`src/rtl/display_scan_ctrl.sv`:
```
// Multiplexed 7-segment scanner: double-buffered digits,
// per-digit blank/blink and leading-zero suppression.
module display_scan_ctrl #(
  parameter int NUM_DIGITS  = 4,
  parameter int DIGIT_W     = 4,
  parameter int REFRESH_DIV = 100000,
  parameter int BLINK_DIV   = 64,
  localparam int SW =
    (NUM_DIGITS > 1) ? $clog2(NUM_DIGITS) : 1
) (
  input  logic                          clk,
  input  logic                          rst_n,
  input  logic                          en,
  input  logic                          load,
  input  logic [NUM_DIGITS*DIGIT_W-1:0] digits_in,
  input  logic [NUM_DIGITS-1:0]         blank_mask,
  input  logic [NUM_DIGITS-1:0]         blink_mask,
  input  logic                          lz_suppress,
  output logic [DIGIT_W-1:0]            digit_BCD,
  output logic [NUM_DIGITS-1:0]         AN,
  output logic [SW-1:0]                 AN_SEL,
  output logic                          frame_tick,
  output logic                          busy
);

  localparam int PW = $clog2(REFRESH_DIV);
  localparam int BW =
    (BLINK_DIV > 1) ? $clog2(BLINK_DIV) : 1;

  localparam logic [PW-1:0] PRESC_LAST =
    PW'(REFRESH_DIV - 1);
  localparam logic [SW-1:0] IDX_LAST =
    SW'(NUM_DIGITS - 1);
  localparam logic [BW-1:0] BLINK_LAST =
    BW'(BLINK_DIV - 1);

  typedef logic [NUM_DIGITS-1:0][DIGIT_W-1:0] digits_t;

  logic [PW-1:0] presc_q;
  logic [SW-1:0] idx_q;
  logic [SW-1:0] idx_next;
  logic [BW-1:0] bcnt_q;
  logic          phase_q;
  logic          phase_next;
  digits_t       active_q;
  digits_t       pending_q;
  digits_t       active_next;
  logic          slot_tick;
  logic          wrap;
  logic          swap;

  logic [NUM_DIGITS-1:0] sup;
  logic [NUM_DIGITS-1:0] an_lit;
  logic                  dark;

  assign slot_tick = en && (presc_q == PRESC_LAST);
  assign wrap      = slot_tick && (idx_q == IDX_LAST);
  assign swap      = frame_tick && busy;

  always_comb begin
    idx_next = idx_q;
    if (slot_tick) begin
      if (idx_q == IDX_LAST) idx_next = '0;
      else                   idx_next = idx_q + 1'b1;
    end
  end

  assign phase_next =
    (wrap && (bcnt_q == BLINK_LAST)) ? ~phase_q
                                     : phase_q;

  assign active_next = swap ? pending_q : active_q;

  // A digit is suppressed when it and all higher
  // digits are zero; the ones digit always shows.
  always_comb begin
    logic z;
    z   = 1'b1;
    sup = '0;
    for (int i = NUM_DIGITS - 1; i >= 0; i--) begin
      z      = z && (active_next[i] == '0);
      sup[i] = lz_suppress && z && (i != 0);
    end
  end

  always_comb begin
    an_lit = '1;
    for (int i = 0; i < NUM_DIGITS; i++) begin
      if (idx_next == SW'(i)) an_lit[i] = 1'b0;
    end
  end

  assign dark = blank_mask[idx_next]
              | (blink_mask[idx_next] & phase_next)
              | sup[idx_next];

  always_ff @(posedge clk or negedge rst_n) begin
    if (!rst_n) begin
      presc_q <= '0;
      idx_q   <= '0;
    end else if (en) begin
      presc_q <= slot_tick ? '0 : presc_q + 1'b1;
      idx_q   <= idx_next;
    end
  end

  always_ff @(posedge clk or negedge rst_n) begin
    if (!rst_n) begin
      bcnt_q  <= '0;
      phase_q <= 1'b0;
    end else if (wrap) begin
      bcnt_q  <= (bcnt_q == BLINK_LAST) ? '0
                                        : bcnt_q + 1'b1;
      phase_q <= phase_next;
    end
  end

  // Pending moves to active one cycle after the wrap;
  // a load in that same cycle refills pending.
  always_ff @(posedge clk or negedge rst_n) begin
    if (!rst_n) begin
      frame_tick <= 1'b0;
      active_q   <= '0;
      pending_q  <= '0;
      busy       <= 1'b0;
    end else begin
      frame_tick <= wrap;
      active_q   <= active_next;
      if (load) pending_q <= digits_in;
      busy <= load | (busy & ~swap);
    end
  end

  always_ff @(posedge clk or negedge rst_n) begin
    if (!rst_n) begin
      AN        <= '1;
      AN_SEL    <= '0;
      digit_BCD <= '0;
    end else begin
      AN_SEL <= idx_next;
      if (!en || dark) begin
        AN        <= '1;
        digit_BCD <= '0;
      end else begin
        AN        <= an_lit;
        digit_BCD <= active_next[idx_next];
      end
    end
  end

endmodule

```
`config.mk`:
```
export PLATFORM = sky130hd
export DESIGN_NAME = display_scan_ctrl
export DESIGN_NICKNAME = d
export VERILOG_FILES = /design/src/rtl/display_scan_ctrl.sv
export SDC_FILE = /design/constraint.sdc
export NUM_CORES = 1
export LEC_CHECK = 0
export ABC_AREA = 1
export CAP_MARGIN = 40
export CORE_ASPECT_RATIO = 0.6
export CORE_MARGIN = 1
export CORE_UTILIZATION = 50
export DETAILED_ROUTE_END_ITERATION = 8
export PLACE_DENSITY_LB_ADDON = 0.12
export SYNTH_ARGS = -nofsm -noshare
export SYNTH_HDL_FRONTEND = slang
export SYNTH_SLANG_ARGS = --single-unit
```
`constraint.sdc`:
```
create_clock -name clk -period 1.8 [get_ports clk]
set_clock_uncertainty 0.1 [all_clocks]
set_input_delay 0.27 -clock clk [delete_from_list [all_inputs] [get_ports clk]]
set_output_delay 0.27 -clock clk [all_outputs]
set_load 0.05 [all_outputs]
```
# After elaboration in Yosys (flattened, before gate mapping)
# Cells that the tools add are included.
dict set report totals {
  ff_bits 70
  input_bits 29
  output_inout_bits 12
  wordCells 69
}
dict set report op_classes {
  add_sub_neg 3
  magnitude_cmp 1
  n_eq_ne 6
  n_mux 20
  bitwise_logic 7
  reduce_logical 15
}
# op count
set ops {}
lappend ops {{adder 17 x 1 -> 17 bit, second input constant} 1}
lappend ops {{== test 17 bit, second input constant} 1}
lappend ops {{2-to-1 mux 17 bit} 1}
lappend ops {{2-to-1 mux 16 bit} 1}
lappend ops {{zero test 4 bit} 3}
lappend ops {{2-to-1 mux 4 bit} 3}
lappend ops {{logical AND 1 bit} 9}
lappend ops {{binary-select mux 4 bit (select 2 bit)} 1}
lappend ops {{2-to-1 mux 1 bit} 8}
lappend ops {{adder 6 x 1 -> 6 bit, second input constant} 1}
lappend ops {{binary-select mux 1 bit (select 2 bit)} 3}
lappend ops {{== test 2 bit, second input constant} 3}
lappend ops {{== test 6 bit, second input constant} 1}
lappend ops {{2-to-1 mux 6 bit} 1}
lappend ops {{2-to-1 mux 2 bit} 2}
lappend ops {{< comparator 2 x 3 -> 1 bit, second input constant} 1}
lappend ops {{bitwise OR 1 bit} 3}
lappend ops {{adder 2 x 1 -> 2 bit, second input constant} 1}
lappend ops {{bitwise AND 1 bit} 2}
lappend ops {{== test 2 x 1 -> 1 bit, second input constant} 1}
lappend ops {{zero test 2 bit} 1}
lappend ops {{inverter 1 bit} 2}
lappend ops {{zero test 1 bit} 1}
lappend ops {{logical OR 1 bit} 1}

# Longest topological paths before layout
dict set report logic_depth {
  ltp_word 11
  depth_mapped 14
  ltp_nobuf 14
}

# Worst setup path after synthesis
# No wires, ideal clock.
dict set report synth_timing {
  path_kind {reg-to-reg}
  startpoint {register frame_tick}
  endpoint {register digit_BCD[1]}
  arrival_time_ns 1.879
  t_required_ns 1.582
  path_slack_ns -0.297
  stages_incl_launch_ff 13
  n_path_buf 1
  synth_period_minus_slack_ns 2.097
  path_cell_list {dfrtp_1 -> nand2_2 -> buf_2 -> o21ai_0 -> nand2_1 -> nor2_1 -> nand2_1 -> nor2_1 -> nand3_1 -> nand2_1 -> nor2_4 -> nand3_4 -> nor2_2}
}
dict set report synth_via {
  elab_chain_len 11
  word_cells_on_any_way 17
  classes_between {mux (6); bitwise (1); reduce/logical (10)}
}
# item line
set synth_rtl {}
lappend synth_rtl {{start: declaration} 22} ;# output logic frame_tick,
lappend synth_rtl {{start signal: assignment} 127} ;# frame_tick <= wrap;
lappend synth_rtl {{logical AND 1 bit (*)} 58} ;# assign swap = frame_tick && busy;
lappend synth_rtl {{2-to-1 mux 16 bit (*)} 72} ;# assign active_next = swap ? pending_q : active_q;
lappend synth_rtl {{zero test 4 bit} 81} ;# z = z && (active_next[i] == '0);
lappend synth_rtl {{logical AND 1 bit (2 in series)} 81}
lappend synth_rtl {{logical AND 1 bit} 82} ;# sup[i] = lz_suppress && z && (i != 0);
lappend synth_rtl {{binary-select mux 1 bit (select 2 bit)} 95} ;# | sup[idx_next];
lappend synth_rtl {{2-to-1 mux 1 bit (implied by the code)} 95}
lappend synth_rtl {{bitwise OR 1 bit} 95}
lappend synth_rtl {{logical OR 1 bit} 141} ;# if (!en || dark) begin
lappend synth_rtl {{2-to-1 mux 4 bit (*)} 141}
lappend synth_rtl {{end signal: assignment} 146} ;# digit_BCD <= active_next[idx_next];
lappend synth_rtl {{end: declaration} 19} ;# output logic [DIGIT_W-1:0] digit_BCD,
# Every way passes the cells marked *; elsewhere a longest branch is shown, timed or not. The select of a mux whose other input is x is not followed.
# A chain may end at the register's enable or synchronous reset.

# Final worst setup path
dict set report layout_timing {
  startpoint {register presc_q[0]}
  endpoint {register digit_BCD[2]}
}
dict set report layout_via {
  elab_chain_len 10
  word_cells_on_any_way 19
  classes_between {eq/ne (1); mux (11); bitwise (3); reduce/logical (4)}
}
# item line
set layout_rtl {}
lappend layout_rtl {{start: declaration} 39} ;# logic [PW-1:0] presc_q;
lappend layout_rtl {{start signal: assignment} 102} ;# presc_q <= slot_tick ? '0 : presc_q + 1'b1;
lappend layout_rtl {{== test 17 bit (*)} 56} ;# assign slot_tick = en && (presc_q == PRESC_LAST);
lappend layout_rtl {{logical AND 1 bit (*)} 56}
lappend layout_rtl {{2-to-1 mux 2 bit / logical AND 1 bit (equally long branches)} {62, 57}}
lappend layout_rtl {{binary-select mux 1 bit (select 2 bit) / logical AND 1 bit (equally long branches)} {94, 69}}
lappend layout_rtl {{2-to-1 mux 1 bit (on tied branches)} {94, 69}}
lappend layout_rtl {{bitwise AND 1 bit} 94} ;# | (blink_mask[idx_next] & phase_next)
lappend layout_rtl {{bitwise OR 1 bit} 94}
lappend layout_rtl {{bitwise OR 1 bit} 95}
lappend layout_rtl {{logical OR 1 bit} 141}
lappend layout_rtl {{2-to-1 mux 4 bit (*)} 141}
# Marks and branches as above.

==> results.tsv <==
metric	value	unit
boundaryPins	41	
cap_violations	0	
drive_gt1_share	36.2	%
synth_xor_area_share	2.24	%
slew_headroom	74.1	%
clkLatencyLatePin	0.34	ns
grtUsageTotal	26.0	%
grt_first_pass_wirelength	13800	um
synth.most_common_cell	nand2_1	
startpoint	presc_q[0]	
synth-compound-area-share	7.50	%
max_freq	494	MHz
rsz0062_at_grt	yes	
wl_met1	4250	um
cts_max_path_buffers	2	
dp_slack	-0.524	ns
vias	3090	
hold_violations	0	
design_area	5070	sq um
ys_async_sr_fraction	100	%
grt_max_degree	71	
grt_pass1_vias	2917	
leakage	2.55	nW
status	finished, violations left	
power_density	828	nW/um^2
cts-htree-levels	3	
crit_type	flip-flop to flip-flop	
setup.worst_path.start_class	flip-flop	
overflow	0	
chipWidth	110	um
clk_pin_slew	0.06	ns
fill_cells	490	
cts_tree	done	
r2r-start	presc_q[0]	
synth_area	3470	sq um
synth_largest_area_cell	dfrtp_1	
yosysWarnings	0	
route.met3.wl	623	um
holdCritPathClass	input pin to async pin	
violations	setup timing	
yosysUniqueCellTypes	36	
yosys.area_share.simple	28.4	%
avgSynthCellArea	8.65	sq um
wl_met2	3680	um
viasPerCell	5.03	
syn_inst	401	
crit_arrival	2.15	ns
ir_worst_vdd	849	uV
synthFlopType	dfrtp_1	
firstDrtPassIters	5	
diodes	0	
setup_viol	20	
rows	23	
muxShareOfSynthArea	1.95	%
gp_congestion	0.935	
fin_crit	2.03	ns
route.antenna.remaining_nets	0	
synthTopCellsByArea	dfrtp_1, nand2_1, inv_1, o21ai_0, nand3_1	
synth_top_family_by_area	simple AND/OR/NAND/NOR gates	
dp.cells	583	
cts_root_buf	clkbuf_16	
worst_slack	-0.226	ns
drc	0	
finalNonFillerCells	614	
cp-end-kind	flip-flop	
synthAdderAreaFrac	1.08	%
layout.nets	555	
crit_required	1.92	ns
tightest_slew	0.384	ns
wl_per_cell	14.2	um
period_share	113	%
tns	-2.71	ns
fp.coreArea	6680	sq um
drt-initial-drc-count	247	
die_height	66.5	um
post-dp-hpwl	5930	um
post-route-util	75.9	%
port_buffers	40	
die_area	7280	sq um
initial_core_util	51.9	%
area_growth	46.1	%
cts_buffers	9	
cts.sinks	70	
placed_cell_area	4410	sq um
routed_wl	8710	um
netlist_top_cells_count	nand2_1, dfrtp_1, inv_1, o21ai_0, nor2_1	
drv_slew	0	
seq_area_frac_synth	50.6	%
antenna_found_initial	0	
top_layer	met4	
synth_edf_count	0	
synth_top_cell_area_share	47.6	%
ys_ff_latch	70	
syn_nets	433	
worstPathMaxFanout	13	
==> cell type report <==
| cell class | instances | area [sq um] | share of cell area, % |
|---|---|---|---|
| Sequential cell | 70 | 1760 | 34.8 |
| Multi-Input combinational cell | 262 | 1660 | 32.8 |
| Timing Repair Buffer | 120 | 1010 | 20.0 |
| Clock buffer | 15 | 288 | 5.68 |
| Inverter | 60 | 233 | 4.59 |
| Tap cell | 87 | 109 | 2.15 |
==> cell families (layout without fill, tap and decap cells) <==
group,count (synthesis),after routing
compound gates,49,49
flops,70,70
simple gates,196,196
mux,6,6
xor+xnor,8,8
buf+inv,69,195
fa+ha+maj,3,3
==> cell usage in the layout, fill, tap and decap left out, types with 2 or more instances in the layout <==
cell type,synthesis,layout
nand2_1,95,87
buf_4,0,84
dfrtp_1,66,62
inv_1,58,56
o21ai_0,33,27
clkdlybuf4s50_1,0,26
nand3_1,24,20
nor2_1,31,19
nor2_2,6,11
nand2_2,9,11
nor2_4,3,10
nand4_1,9,9
clkbuf_16,0,9
nand2_4,3,8
a21oi_1,8,6
xor2_1,6,6
mux2_2,6,6
nand3_4,3,5
nand3_2,3,5
o21ai_1,3,5
buf_6,3,5
dfstp_2,4,4
o21ai_2,1,4
dfrtp_2,0,4
clkbuf_8,0,4
inv_4,0,3
nor3_4,0,3
nor3_1,2,2
a21oi_2,0,2
ha_1,3,2
clkbuf_1,4,2
buf_12,0,2
==> flip-flops by register name (all words and copies together) (netlist names) <==
signal and cells:
pending_q 16, presc_q 17, frame_tick 1, digit_BCD 4, idx_q 2, busy 1
active_q 16, bcnt_q 6, AN 4, phase_q 1, AN_SEL 2
==> report_power, final <==
| group | leakage (nW) | switching (mW) | internal (mW) |
|---|---|---|---|
| combinational | 1.54 | 0.358 | 0.316 |
| sequential | 0.862 | 0.125 | 1.70 |
| clock | 0.142 | 0.616 | 1.08 |
| total | 2.55 | 1.10 | 3.10 |
==> metrics by stage <==
stage	total power, mW	hold WS (ns)
finish	4.19	0.392
global route	4.36	0.419
CTS	4.16	0.368
detailed placement	2.37	0.228
global placement	2.36	0.219
floorplan	2.08	-0.126
==> worst max-delay path: stages, from the launching register on <==
cell and delay [ns]:
dfrtp_1 0.41, ha_4 0.19, nand3_4 0.09, nor2_4 0.14
nand3_4 0.15, nand2_4 0.13, nand2_8 0.10, buf_6 0.15
nor3_4 0.19, nor2_4 0.08, nand3_4 0.12, nor2_2 0.05
==> repair_timing <==
item                       in CTS  in global routing
setup buffers                  13                  4
hold buffers                    1                  0
pin swaps                      25                 19
resized for setup              39                 27
hold endpoints to repair       66                  0
setup endpoints to repair      18                 21
==> per-layer routing <==
layer	track usage [%]	up-vias
met3	7.05	19
met5	0	-
met1	37.8	1450
li1	-	1514
met4	8.00	0
met2	37.5	107
==> final timing paths <==
kind	slack [ns]	end	cells after the start
max in group asynchronous	0.88	AN[0]	3
min reg2reg	0.40	active_q[11]	2
min in group clk	0.39	pending_q[7]	3
min	0.39	presc_q[2]	3
max reg2reg	-0.23	digit_BCD[2]	11
max	-0.23	digit_BCD[2]	11
Note: power is estimated with default switching activity, not from simulation.
